`src/rtl/uart_pkg.sv`:
```
// Shared UART definitions used by both the RX engine and the TX path:
// frame state encoding, default clock/baud settings and the data width.
package uart_pkg;

  typedef enum logic [2:0] {
    IDLE,
    START,
    DATA,
    STOP,
    DONE
  } uart_state_e;

  localparam int DEFAULT_CLK_FREQ = 50_000_000;
  localparam int DEFAULT_BAUD     = 9600;
  localparam int DATA_W           = 8;

endpackage

```
`src/rtl/uart_rx_module_if.sv`:
```
// Byte-level signal bundle between the board RX pin, the receive engine
// (slave) and the RX control logic that drives enable and consumes bytes (master).
interface uart_rx_module_if;
  import uart_pkg::*;

  logic              RX_Pin_In;
  logic              RX_En_Sig;
  logic              RX_Done_Sig;
  logic              RX_Err_Sig;
  logic [DATA_W-1:0] RX_Data;

  modport master (
    output RX_Pin_In,
    output RX_En_Sig,
    input  RX_Done_Sig,
    input  RX_Err_Sig,
    input  RX_Data
  );

  modport slave (
    input  RX_Pin_In,
    input  RX_En_Sig,
    output RX_Done_Sig,
    output RX_Err_Sig,
    output RX_Data
  );

endinterface

```
`src/rtl/rx_bps_module.sv`:
```
// Baud-rate counter for the UART receiver: free-runs over one bit period while
// enabled and flags the half-bit and last-count cycles.
module rx_bps_module
  import uart_pkg::*;
#(
  parameter int CLK_FREQ = DEFAULT_CLK_FREQ,
  parameter int BAUD     = DEFAULT_BAUD
) (
  input  logic CLK,
  input  logic RSTn,
  input  logic cnt_en_i,
  input  logic cnt_clr_i,
  output logic half_stb_o,
  output logic full_stb_o
);

  localparam int BIT_CYC  = CLK_FREQ / BAUD;
  localparam int HALF_BIT = BIT_CYC / 2;
  localparam int CNT_W    = $clog2(BIT_CYC);

  localparam logic [CNT_W-1:0] HALF_LAST = CNT_W'(HALF_BIT - 1);
  localparam logic [CNT_W-1:0] FULL_LAST = CNT_W'(BIT_CYC - 1);

  logic [CNT_W-1:0] cnt_q, cnt_d;

  // Wrapping at the full-bit count lets consecutive data bits run without a clear.
  always_comb begin
    cnt_d = cnt_q;
    if (cnt_clr_i) begin
      cnt_d = '0;
    end else if (cnt_en_i) begin
      cnt_d = (cnt_q == FULL_LAST) ? '0 : cnt_q + CNT_W'(1);
    end
  end

  always_ff @(posedge CLK or negedge RSTn) begin
    if (!RSTn) begin
      cnt_q <= '0;
    end else begin
      cnt_q <= cnt_d;
    end
  end

  assign half_stb_o = cnt_en_i && (cnt_q == HALF_LAST);
  assign full_stb_o = cnt_en_i && (cnt_q == FULL_LAST);

endmodule

```
`src/rtl/uart_rx_module.sv`:
```
// 8N1 UART receive engine with done/error pulses. Define UART_RX_MAJORITY_EN
// to take each bit as the 2-of-3 vote of the last three synchronised samples.
module uart_rx_module
  import uart_pkg::*;
#(
  parameter int CLK_FREQ = DEFAULT_CLK_FREQ,
  parameter int BAUD     = DEFAULT_BAUD
) (
  input  logic            CLK,
  input  logic            RSTn,
  uart_rx_module_if.slave rx_if
);

  logic              sync1_q, sync2_q, prev_q;
  logic              fall_edge, bit_val;
  logic              half_stb, full_stb, cnt_en, cnt_clr;
  uart_state_e       state_q, state_d;
  logic [2:0]        bit_cnt_q, bit_cnt_d;
  logic [DATA_W-1:0] shift_q, shift_d;
  logic [DATA_W-1:0] data_q, data_d;
  logic              done_q, done_d;
  logic              err_q, err_d;

  // Line idles high, so synchroniser and edge history reset to 1.
  always_ff @(posedge CLK or negedge RSTn) begin
    if (!RSTn) begin
      sync1_q <= 1'b1;
      sync2_q <= 1'b1;
      prev_q  <= 1'b1;
    end else begin
      sync1_q <= rx_if.RX_Pin_In;
      sync2_q <= sync1_q;
      prev_q  <= sync2_q;
    end
  end

  assign fall_edge = prev_q & ~sync2_q;

`ifdef UART_RX_MAJORITY_EN
  logic prev2_q;

  always_ff @(posedge CLK or negedge RSTn) begin
    if (!RSTn) begin
      prev2_q <= 1'b1;
    end else begin
      prev2_q <= prev_q;
    end
  end

  assign bit_val = (sync2_q & prev_q) | (sync2_q & prev2_q) | (prev_q & prev2_q);
`else
  assign bit_val = sync2_q;
`endif

  rx_bps_module #(
    .CLK_FREQ (CLK_FREQ),
    .BAUD     (BAUD)
  ) u_bps (
    .CLK        (CLK),
    .RSTn       (RSTn),
    .cnt_en_i   (cnt_en),
    .cnt_clr_i  (cnt_clr),
    .half_stb_o (half_stb),
    .full_stb_o (full_stb)
  );

  always_comb begin
    state_d   = state_q;
    bit_cnt_d = bit_cnt_q;
    shift_d   = shift_q;
    data_d    = data_q;
    done_d    = 1'b0;
    err_d     = 1'b0;
    cnt_en    = 1'b0;
    cnt_clr   = 1'b0;
    case (state_q)
      IDLE: begin
        if (fall_edge && rx_if.RX_En_Sig) begin
          state_d = START;
          cnt_clr = 1'b1;
        end
      end
      START: begin
        cnt_en = 1'b1;
        // Re-centre the counter so data samples land mid-bit.
        if (half_stb) begin
          cnt_clr   = 1'b1;
          bit_cnt_d = 3'd0;
          state_d   = bit_val ? IDLE : DATA;
        end
      end
      DATA: begin
        cnt_en = 1'b1;
        if (full_stb) begin
          shift_d   = {bit_val, shift_q[DATA_W-1:1]};
          bit_cnt_d = bit_cnt_q + 3'd1;
          if (bit_cnt_q == 3'd7) begin
            state_d = STOP;
          end
        end
      end
      STOP: begin
        cnt_en = 1'b1;
        if (full_stb) begin
          state_d = DONE;
          if (bit_val) begin
            data_d = shift_q;
            done_d = 1'b1;
          end else begin
            err_d = 1'b1;
          end
        end
      end
      DONE: begin
        state_d = IDLE;
      end
      default: begin
        state_d = IDLE;
      end
    endcase

    if (state_q != IDLE && !rx_if.RX_En_Sig) begin
      state_d = IDLE;
      data_d  = data_q;
      done_d  = 1'b0;
      err_d   = 1'b0;
      cnt_en  = 1'b0;
    end
  end

  always_ff @(posedge CLK or negedge RSTn) begin
    if (!RSTn) begin
      state_q   <= IDLE;
      bit_cnt_q <= 3'd0;
      shift_q   <= '0;
      data_q    <= '0;
      done_q    <= 1'b0;
      err_q     <= 1'b0;
    end else begin
      state_q   <= state_d;
      bit_cnt_q <= bit_cnt_d;
      shift_q   <= shift_d;
      data_q    <= data_d;
      done_q    <= done_d;
      err_q     <= err_d;
    end
  end

  assign rx_if.RX_Done_Sig = done_q;
  assign rx_if.RX_Err_Sig  = err_q;
  assign rx_if.RX_Data     = data_q;

endmodule
```
`src/flat_wrapper.sv`:
```
// flat-port wrapper written by rule: the top's interface ports become plain ports
module uart_rx_module_flat import uart_pkg::*;
#(
  parameter int CLK_FREQ = DEFAULT_CLK_FREQ,
  parameter int BAUD     = DEFAULT_BAUD
)
  (CLK, RSTn, rx_if_RX_Pin_In, rx_if_RX_En_Sig, rx_if_RX_Done_Sig, rx_if_RX_Err_Sig, rx_if_RX_Data);
  uart_rx_module_if rx_if_i ();
  input  logic CLK;
  input  logic RSTn;
  input wire logic [$bits(rx_if_i.RX_Pin_In)-1:0] rx_if_RX_Pin_In;
  input wire logic [$bits(rx_if_i.RX_En_Sig)-1:0] rx_if_RX_En_Sig;
  output wire logic [$bits(rx_if_i.RX_Done_Sig)-1:0] rx_if_RX_Done_Sig;
  output wire logic [$bits(rx_if_i.RX_Err_Sig)-1:0] rx_if_RX_Err_Sig;
  output wire logic [$bits(rx_if_i.RX_Data)-1:0] rx_if_RX_Data;
  assign rx_if_i.RX_Pin_In = rx_if_RX_Pin_In;
  assign rx_if_i.RX_En_Sig = rx_if_RX_En_Sig;
  assign rx_if_RX_Done_Sig = rx_if_i.RX_Done_Sig;
  assign rx_if_RX_Err_Sig = rx_if_i.RX_Err_Sig;
  assign rx_if_RX_Data = rx_if_i.RX_Data;
  uart_rx_module #(.CLK_FREQ(CLK_FREQ), .BAUD(BAUD)) u_core (.CLK(CLK), .RSTn(RSTn), .rx_if(rx_if_i));
endmodule
```
`config.mk`:
```
export PLATFORM = sky130hd
export DESIGN_NAME = uart_rx_module_flat
export DESIGN_NICKNAME = d
export VERILOG_FILES = /design/src/rtl/uart_pkg.sv /design/src/rtl/uart_rx_module_if.sv /design/src/rtl/rx_bps_module.sv /design/src/rtl/uart_rx_module.sv /design/src/flat_wrapper.sv
export SDC_FILE = /design/constraint.sdc
export NUM_CORES = 1
export LEC_CHECK = 0
export ABC_AREA = 1
export CAP_MARGIN = 20
export CORE_ASPECT_RATIO = 0.75
export CORE_MARGIN = 1.5
export CORE_UTILIZATION = 61
export CTS_CLUSTER_DIAMETER = 60
export CTS_CLUSTER_SIZE = 28
export DETAILED_ROUTE_END_ITERATION = 10
export DONT_BUFFER_PORTS = 1
export PLACE_DENSITY = 0.79
export SLEW_MARGIN = 20
export SYNTH_ARGS = -nofsm -noshare
export SYNTH_HDL_FRONTEND = slang
export SYNTH_SLANG_ARGS = --single-unit
```
`constraint.sdc`:
```
create_clock -name CLK -period 2.14 [get_ports CLK]
set_input_delay 0.535 -clock CLK [delete_from_list [all_inputs] [get_ports CLK]]
set_output_delay 0.535 -clock CLK [all_outputs]
set_load 0.02 [all_outputs]
```
==> metrics.txt, run 1 <==
# TYPE chip_impl_metric gauge
chip_impl_info{name="outcome",value="completed"} 1
chip_impl_metric{name="gp_routability_congestion",unit=""} 0.9583
chip_impl_metric{name="postSynth.asyncResetShare",unit=""} 1.000
chip_impl_metric{name="post_synth_num_cell_types",unit=""} 27
chip_impl_info{name="path_class",value="reg2reg"} 1
chip_impl_metric{name="detailed_place_hpwl",unit="microns"} 3583
chip_impl_metric{name="power_leakage",unit="nW"} 1.260
chip_impl_info{name="dominantRegCellSynth",value="sky130_fd_sc_hd__dfrtp_1"} 1
chip_impl_metric{name="clkSlewWorstSetupHoldPaths",unit="ps"} 80
chip_impl_metric{name="wire_length_of_the_first_global_routing_pass",unit="microns"} 8245
chip_impl_metric{name="worstRegToRegCells",unit=""} 6
chip_impl_metric{name="number_of_max_cap_violations",unit=""} 0
chip_impl_info{name="synthDominantAreaCellType",value="sky130_fd_sc_hd__dfrtp_1"} 1
chip_impl_metric{name="mean_post_synth_cell_area",unit="sq um"} 7.792
chip_impl_info{name="synth_top_cells_by_area",value="sky130_fd_sc_hd__dfrtp_1, sky130_fd_sc_hd__nand2_1, sky130_fd_sc_hd__nand4_1"} 1
chip_impl_metric{name="fp.dieH",unit="microns"} 56.88
chip_impl_metric{name="antenna_violations_before_repair",unit=""} 0
chip_impl_metric{name="timing.max_slew.rel_slack",unit=""} 0.7215
chip_impl_metric{name="ff2ff_setup_slack",unit="ps"} 210
chip_impl_metric{name="finalSetupTns",unit="ps"} 0
chip_impl_metric{name="post-cts-setup-buffer-count",unit=""} 0
chip_impl_info{name="worstReg2RegEnd",value="u_core.u_bps.cnt_q[7]"} 1
chip_impl_metric{name="fin_worst_skew",unit="ps"} 8.858
chip_impl_metric{name="power_density",unit="nW/um^2"} 907.1
chip_impl_metric{name="numClockSinks",unit=""} 40
chip_impl_metric{name="first_global_vias",unit=""} 1685
chip_impl_info{name="critical_path.cell_chain",value="ha_1 -> nand2_1 -> nor3_1 -> nand4_4 -> nand3_1 -> o21ai_0"} 1
chip_impl_metric{name="worst_ep_required_time",unit="ps"} 2300
chip_impl_metric{name="path_max_fanout",unit=""} 10
chip_impl_metric{name="drive_above_1_share",unit=""} 0.1531
chip_impl_metric{name="core_area",unit="sq um"} 3685
chip_impl_info{name="regToRegStartpoint",value="u_core.u_bps.cnt_q[0]"} 1
chip_impl_metric{name="synth_fp_nets",unit=""} 310
chip_impl_metric{name="drtIter0Drc",unit=""} 249
chip_impl_metric{name="detail_route.vias_per_cell",unit=""} 5.585
chip_impl_metric{name="synth_cells",unit=""} 303
chip_impl_metric{name="floorplan.io_pins",unit=""} 14
chip_impl_metric{name="standard_cell_row_count",unit=""} 19
chip_impl_info{name="root_buffer_cell",value="sky130_fd_sc_hd__clkbuf_8"} 1
chip_impl_metric{name="starting_density_of_the_core",unit=""} 0.6407
chip_impl_metric{name="globalRoute.totalOverflow",unit=""} 0
chip_impl_metric{name="arrival_time_reported_for_the_critical_path_endpoint",unit="ps"} 2090
chip_impl_metric{name="maxSlewViolCount",unit=""} 0
chip_impl_metric{name="drt-total-wl",unit="microns"} 5016
chip_impl_metric{name="route.detailed.drc",unit=""} 0
chip_impl_metric{name="grt_max_degree",unit=""} 38
chip_impl_info{name="clock_tree_from_tritoncts",value="done"} 1
chip_impl_info{name="worst_setup_path_end_kind",value="flop"} 1
chip_impl_metric{name="postSynthRegisterBits",unit=""} 40
chip_impl_metric{name="yosysWarnings",unit=""} 0
chip_impl_metric{name="transition_time_at_the_pin_with_the_least_slew_margin",unit="ps"} 414.5
chip_impl_metric{name="finalHoldViolCount",unit=""} 0
chip_impl_metric{name="count_of_flip_flops_with_a_built_in_enable_after_synthesis",unit=""} 0
chip_impl_metric{name="route.vias.total",unit=""} 2005
chip_impl_info{name="holdCritPathClass",value="in2async"} 1
chip_impl_metric{name="finalWorstPathRequiredPeriod",unit="ps"} 1934
chip_impl_metric{name="firstDrtPassIters",unit=""} 5
chip_impl_metric{name="timing.fmax",unit="GHz"} 0.5170
chip_impl_metric{name="routed_wire_length_per_instance",unit="microns"} 13.97
chip_impl_metric{name="gr-usage-all-layers",unit=""} 0.2606
chip_impl_metric{name="cts_max_path_buffers",unit=""} 2
chip_impl_metric{name="cts_buffers",unit=""} 5
chip_impl_metric{name="post_synth_instance_area",unit="sq um"} 2361
chip_impl_metric{name="synth_seq_area_share",unit=""} 0.4255
chip_impl_metric{name="fin_nets",unit=""} 313
chip_impl_metric{name="clock_insertion_delay_worst_skew",unit="ps"} 290
chip_impl_info{name="crit_path_start_kind",value="flop"} 1
chip_impl_metric{name="layout_worst_path_cycle_share",unit=""} 0.9038
chip_impl_metric{name="worst_ir_drop_vdd",unit="V"} 0.0005270
chip_impl_metric{name="postPlaceCellArea",unit="sq um"} 2391
chip_impl_info{name="critical-path-slowest-cell",value="sky130_fd_sc_hd__dfrtp_1"} 1
chip_impl_metric{name="detail-route-antenna-nets",unit=""} 0
chip_impl_metric{name="area_share_of_the_largest_cell_type_after_synthesis",unit=""} 0.3922
chip_impl_metric{name="antenna_cells",unit=""} 0
chip_impl_metric{name="buffer_ports.inserted",unit=""} 0
chip_impl_metric{name="post-route-cell-area",unit="sq um"} 2527
chip_impl_metric{name="die_w",unit="microns"} 74.84
chip_impl_metric{name="die_area",unit="sq um"} 4257
chip_impl_info{name="rsz0062_at_grt",value="no"} 1
chip_impl_metric{name="setup_viol_count_final",unit=""} 0
chip_impl_metric{name="htreeDepth",unit=""} 2
chip_impl_metric{name="max_stage_delay",unit="ps"} 430
chip_impl_metric{name="syn_to_final_growth",unit="%"} 7.048
-- layout by cell type (no fill, tap or decap) --
cell	instances
sky130_fd_sc_hd__nand2_1	86
sky130_fd_sc_hd__nor2_1	38
sky130_fd_sc_hd__dfrtp_1	37
sky130_fd_sc_hd__inv_1	36
sky130_fd_sc_hd__nand4_1	28
sky130_fd_sc_hd__nand3_1	17
sky130_fd_sc_hd__o21ai_2	14
sky130_fd_sc_hd__buf_4	8
sky130_fd_sc_hd__clkbuf_8	5
sky130_fd_sc_hd__nor3_1	4
sky130_fd_sc_hd__xor2_1	4
sky130_fd_sc_hd__o21ai_0	4
sky130_fd_sc_hd__nand4_4	3
sky130_fd_sc_hd__nand3_2	3
sky130_fd_sc_hd__ha_1	3
sky130_fd_sc_hd__dfstp_2	3
sky130_fd_sc_hd__inv_2	2
sky130_fd_sc_hd__nor2_2	2
sky130_fd_sc_hd__nor3_4	1
sky130_fd_sc_hd__nor3_2	1
sky130_fd_sc_hd__xnor2_1	1
sky130_fd_sc_hd__nand2_2	1
sky130_fd_sc_hd__nand3b_1	1
sky130_fd_sc_hd__nor2_4	1
sky130_fd_sc_hd__clkinv_2	1
sky130_fd_sc_hd__bufinv_16	1
sky130_fd_sc_hd__clkbuf_1	1
sky130_fd_sc_hd__buf_12	1
-- flip-flops by register name, indices dropped and copies added, names as in the netlist --
register,flops
u_core.u_bps.cnt_q,13
u_core.rx_if.RX_Data,8
u_core.bit_cnt_q,3
u_core.sync1_q,1
u_core.shift_q,8
u_core.bit_val,1
u_core.rx_if.RX_Done_Sig,1
u_core.state_q,3
u_core.prev_q,1
u_core.rx_if.RX_Err_Sig,1
-- cells by family after synthesis --
group	count (synthesis)	synth area share
AO/OA/AOI/OAI	18	0.06041
XOR/XNOR	5	0.01855
adder cells (fa/ha/maj)	3	0.01590
buffers and inverters	51	0.1007
flip-flops	40	0.4255
AND/OR/NAND/NOR	186	0.3789
-- metal layers --
metal	vias to the layer above	track usage	wire, microns
li1	986	-	-
met1	915	0.4250	2438
met2	92	0.3388	2036
met3	12	0.06104	439
met4	0	0.07532	102
met5	-	0	0
-- cells in the mapped netlist, types with 2 or more instances --
cell type	number
sky130_fd_sc_hd__nand3_2	3
sky130_fd_sc_hd__clkbuf_1	3
sky130_fd_sc_hd__inv_2	2
sky130_fd_sc_hd__nand4_1	28
sky130_fd_sc_hd__nor2_2	2
sky130_fd_sc_hd__nand3_1	17
sky130_fd_sc_hd__dfrtp_1	37
sky130_fd_sc_hd__buf_6	5
sky130_fd_sc_hd__nor3_1	4
sky130_fd_sc_hd__dfstp_2	3
sky130_fd_sc_hd__nand2_1	86
sky130_fd_sc_hd__o21ai_2	14
sky130_fd_sc_hd__inv_1	36
sky130_fd_sc_hd__nand4_4	2
sky130_fd_sc_hd__buf_2	4
sky130_fd_sc_hd__o21ai_0	4
sky130_fd_sc_hd__xor2_1	4
sky130_fd_sc_hd__ha_1	3
sky130_fd_sc_hd__nor2_1	38
-- power breakdown --
group	switching, mW	leakage [nW]	internal, mW	total [mW]
Sequential	0.185	0.536	0.855	1.04
Clock	0.257	0.0552	0.346	0.603
Combinational	0.415	0.668	0.235	0.650
-- layout make-up --
cell class / instances / area [sq um]
inverter: 38 / 142.6
tap: 52 / 65.06
sequential: 40 / 1005
clock inverter: 2 / 35.03
clock buffer: 6 / 72.57
fill: 287 / 1157
multi-input combinational: 212 / 1127
timing repair buffer: 9 / 80.08
-- stage by stage --
stage | std cells | hold WS (ps) | worst slack (ps) | util | total power, mW
CTS | 359 | 70.36 | 191.6 | 0.6835 | 2.286
finish | 359 | 60.08 | 205.8 | 0.6859 | 2.293
detailed placement | 350 | 240.5 | 202.0 | 0.6489 | 1.663
floorplan | 303 | 239.4 | 536.1 | - | 1.509
global route | 359 | 58.98 | 19.21 | 0.6859 | 2.432
global placement | 350 | 240.4 | 310.2 | 0.6489 | 1.647
-- timing repair --
item | 4_1_cts | 5_1_grt
hold buffers | 1 | 0
gates resized for setup | 0 | 1
hold endpoints to repair | 37 | 0
setup endpoints to repair | 0 | 8
-- worst max path at each step --
stage,end,cells after the start,startpoint
finish,u_core.u_bps.cnt_q[7],6,u_core.u_bps.cnt_q[0]
global route,u_core.state_q[0],10,u_core.u_bps.cnt_q[0]
CTS,u_core.rx_if.RX_Data[1],8,u_core.u_bps.cnt_q[0]
detailed placement,u_core.rx_if.RX_Data[7],8,u_core.u_bps.cnt_q[0]
global placement,u_core.u_bps.cnt_q[7],6,u_core.u_bps.cnt_q[0]
floorplan,u_core.state_q[1],10,u_core.u_bps.cnt_q[0]
-- worst max-delay path, delay by kind of cell, from the launching register on --
kind            cells  cell delay (ps)
compound gates      1              160
fa+ha+maj           1              280
flops               1              430
simple gates        4              940
Note: power is estimated with default switching activity, not from simulation.
==> run 2, diff against run 1 <==
--- a/config.mk
+++ b/config.mk
@@ -9,12 +9,12 @@
 export CAP_MARGIN = 20
 export CORE_ASPECT_RATIO = 0.75
 export CORE_MARGIN = 1.5
-export CORE_UTILIZATION = 61
+export CORE_UTILIZATION = 63
 export CTS_CLUSTER_DIAMETER = 60
 export CTS_CLUSTER_SIZE = 28
 export DETAILED_ROUTE_END_ITERATION = 10
 export DONT_BUFFER_PORTS = 1
-export PLACE_DENSITY = 0.79
+export PLACE_DENSITY = 0.81
 export SLEW_MARGIN = 20
 export SYNTH_ARGS = -nofsm -noshare
 export SYNTH_HDL_FRONTEND = slang
==> metrics.txt, run 2 (synthesized netlist as in run 1, its figures left out) <==
# TYPE chip_impl_metric gauge
chip_impl_info{name="outcome",value="completed"} 1
chip_impl_metric{name="timing.max_slew.rel_slack",unit=""} 0.6684
chip_impl_metric{name="worst_ir_drop_vdd",unit="V"} 0.0005199
chip_impl_metric{name="filler_cell_count",unit=""} 288
chip_impl_metric{name="ff2ff_setup_slack",unit="ps"} 170
chip_impl_metric{name="floorplan.io_pins",unit=""} 14
chip_impl_metric{name="numClockSinks",unit=""} 40
chip_impl_metric{name="core_area",unit="sq um"} 3613
chip_impl_metric{name="globalRoute.totalOverflow",unit=""} 0
chip_impl_info{name="crit_path_start_kind",value="flop"} 1
chip_impl_metric{name="largest_register_ff_count",unit=""} 13
chip_impl_metric{name="buffer_ports.inserted",unit=""} 0
chip_impl_info{name="critical-path-slowest-cell",value="sky130_fd_sc_hd__dfrtp_1"} 1
chip_impl_metric{name="wire_length_of_the_first_global_routing_pass",unit="microns"} 8604
chip_impl_info{name="critical_path.cell_chain",value="ha_1 -> nand2_1 -> inv_1 -> nand2_1 -> nor2_1 -> nand3_1 -> nand2_1 -> nand3_2 -> nand2_1 -> nand2_1"} 1
chip_impl_info{name="path_class",value="reg2reg"} 1
chip_impl_metric{name="detailed_place_hpwl",unit="microns"} 3557
chip_impl_metric{name="gr-usage-all-layers",unit=""} 0.2759
chip_impl_metric{name="die_w",unit="microns"} 73.69
chip_impl_metric{name="standard_cell_row_count",unit=""} 19
chip_impl_metric{name="transition_time_at_the_pin_with_the_least_slew_margin",unit="ps"} 493.7
chip_impl_metric{name="multiInputGateArea",unit="sq um"} 1150
chip_impl_metric{name="finalHoldViolCount",unit=""} 0
chip_impl_metric{name="antenna_violations_before_repair",unit=""} 0
chip_impl_metric{name="final_util",unit=""} 0.7057
chip_impl_metric{name="number_of_max_cap_violations",unit=""} 0
chip_impl_metric{name="worst_ep_required_time",unit="ps"} 2330
chip_impl_metric{name="firstDrtPassIters",unit=""} 6
chip_impl_info{name="clock_tree_from_tritoncts",value="done"} 1
chip_impl_metric{name="met1_usage",unit=""} 0.4209
chip_impl_metric{name="fp.dieH",unit="microns"} 56.02
chip_impl_info{name="cp_common_cell",value="sky130_fd_sc_hd__nand2_1"} 1
chip_impl_info{name="critPathTopFamily",value="simple AND/OR/NAND/NOR gates"} 1
chip_impl_metric{name="die_area",unit="sq um"} 4128
chip_impl_metric{name="critPathBufInv",unit=""} 1
chip_impl_metric{name="routed_wire_length_per_instance",unit="microns"} 14.87
chip_impl_metric{name="regArea",unit="sq um"} 1005
chip_impl_metric{name="power_leakage",unit="nW"} 1.281
chip_impl_metric{name="detail-route-antenna-nets",unit=""} 0
chip_impl_metric{name="fin_worst_skew",unit="ps"} 5.067
chip_impl_info{name="root_buffer_cell",value="sky130_fd_sc_hd__clkbuf_8"} 1
chip_impl_metric{name="arrival_time_reported_for_the_critical_path_endpoint",unit="ps"} 2170
chip_impl_metric{name="layout_worst_path_cycle_share",unit=""} 0.9225
chip_impl_metric{name="gp_routability_congestion",unit=""} 0.9516
chip_impl_metric{name="finalWorstPathRequiredPeriod",unit="ps"} 1974
chip_impl_metric{name="timing.critical_path.depth",unit=""} 10
chip_impl_metric{name="grt_max_degree",unit=""} 38
chip_impl_metric{name="grt_util_met2",unit=""} 0.3938
chip_impl_metric{name="preCtsSetupSlack",unit="ps"} 124.1
chip_impl_metric{name="detail_route.vias_per_cell",unit=""} 5.647
chip_impl_metric{name="setup_viol_count_final",unit=""} 0
chip_impl_metric{name="timing.fmax",unit="GHz"} 0.5065
chip_impl_metric{name="clkSlewWorstSetupHoldPaths",unit="ps"} 80
chip_impl_info{name="regMostFlops",value="u_core.u_bps.cnt_q"} 1
chip_impl_metric{name="path_max_fanout",unit=""} 6
chip_impl_metric{name="power_density",unit="nW/um^2"} 922.0
chip_impl_info{name="rsz0062_at_grt",value="no"} 1
chip_impl_metric{name="route.detailed.drc",unit=""} 0
chip_impl_metric{name="starting_density_of_the_core",unit=""} 0.6534
chip_impl_info{name="layout.cells.most_common_list",value="sky130_fd_sc_hd__nand2_1, sky130_fd_sc_hd__nor2_1, sky130_fd_sc_hd__dfrtp_1"} 1
chip_impl_metric{name="drt-total-wl",unit="microns"} 5352
chip_impl_metric{name="drtIter0Drc",unit=""} 324
chip_impl_metric{name="finalSetupTns",unit="ps"} 0
chip_impl_metric{name="maxSlewViolCount",unit=""} 0
chip_impl_metric{name="first_global_vias",unit=""} 1816
chip_impl_metric{name="clock_insertion_delay_worst_skew",unit="ps"} 300
chip_impl_metric{name="antenna_cells",unit=""} 0
chip_impl_metric{name="cts_max_path_buffers",unit=""} 2
chip_impl_metric{name="met3_usage",unit=""} 0.05254
chip_impl_metric{name="max_stage_delay",unit="ps"} 450
chip_impl_metric{name="cts_buffers",unit=""} 5
chip_impl_metric{name="route.vias.total",unit=""} 2033
chip_impl_metric{name="htreeDepth",unit=""} 2
chip_impl_info{name="holdCritPathClass",value="in2async"} 1
chip_impl_metric{name="drive_above_1_share",unit=""} 0.1623
chip_impl_metric{name="worstRegToRegCells",unit=""} 10
chip_impl_info{name="most_common_library_cell_in_the_layout_ignoring_fill_and_taps",value="sky130_fd_sc_hd__nand2_1"} 1
chip_impl_metric{name="final.setup.worst_slack",unit="ps"} 165.8
chip_impl_metric{name="syn_to_final_growth",unit="%"} 8.002
chip_impl_info{name="worst_setup_path_end_kind",value="flop"} 1
chip_impl_info{name="global_route.peak_usage_layer",value="met1"} 1
chip_impl_metric{name="fin_nets",unit=""} 314
run 2: final cells by class:
cell class / count / area share
Sequential cell: 40 / 0.3940
Multi-Input combinational cell: 213 / 0.4509
Tap cell: 52 / 0.02552
Clock buffer: 6 / 0.02846
Clock inverter: 2 / 0.01374
Timing Repair Buffer: 9 / 0.03140
Inverter: 38 / 0.05594
run 2: timing repair:
action                                 CTS  global route
hold buffers                             1             0
gates resized for setup                  0             3
setup endpoints to repair                0            11
setup buffers                            0             0
endpoints found under the hold margin   37             0
run 2: power breakdown:
group | internal (mW) | switching (mW)
combinational | 0.256 | 0.465
sequential | 0.855 | 0.159
clock | 0.346 | 0.270
total | 1.46 | 0.894
run 2: per-stage QoR:
step	cells	instance area, sq um	hold slack, ps	power, mW
final	360	2550	56.67	2.351
after global routing	360	2550	56.03	2.494
after CTS	359	2519	69.13	2.305
after detailed placement	350	2391	240.5	1.678
after global placement	350	2391	240.4	1.663
after floorplan	303	2361	239.4	1.509
run 2: final timing paths:
check	startpoint	end
setup / recovery	u_core.u_bps.cnt_q[0]	u_core.state_q[0]
hold / removal	RSTn	u_core.rx_if.RX_Data[0]
setup reg to reg	u_core.u_bps.cnt_q[0]	u_core.state_q[0]
hold reg to reg	u_core.sync1_q	u_core.bit_val
max in group asynchronous	RSTn	u_core.rx_if.RX_Data[3]
min in group CLK	rx_if_RX_Pin_In	u_core.sync1_q
run 2: routing by layer:
metal  up-vias  wire [microns]
met5         -               0
met4         0             109
met3        14             451
li1        990               -
met1       929            2437
met2       100            2353
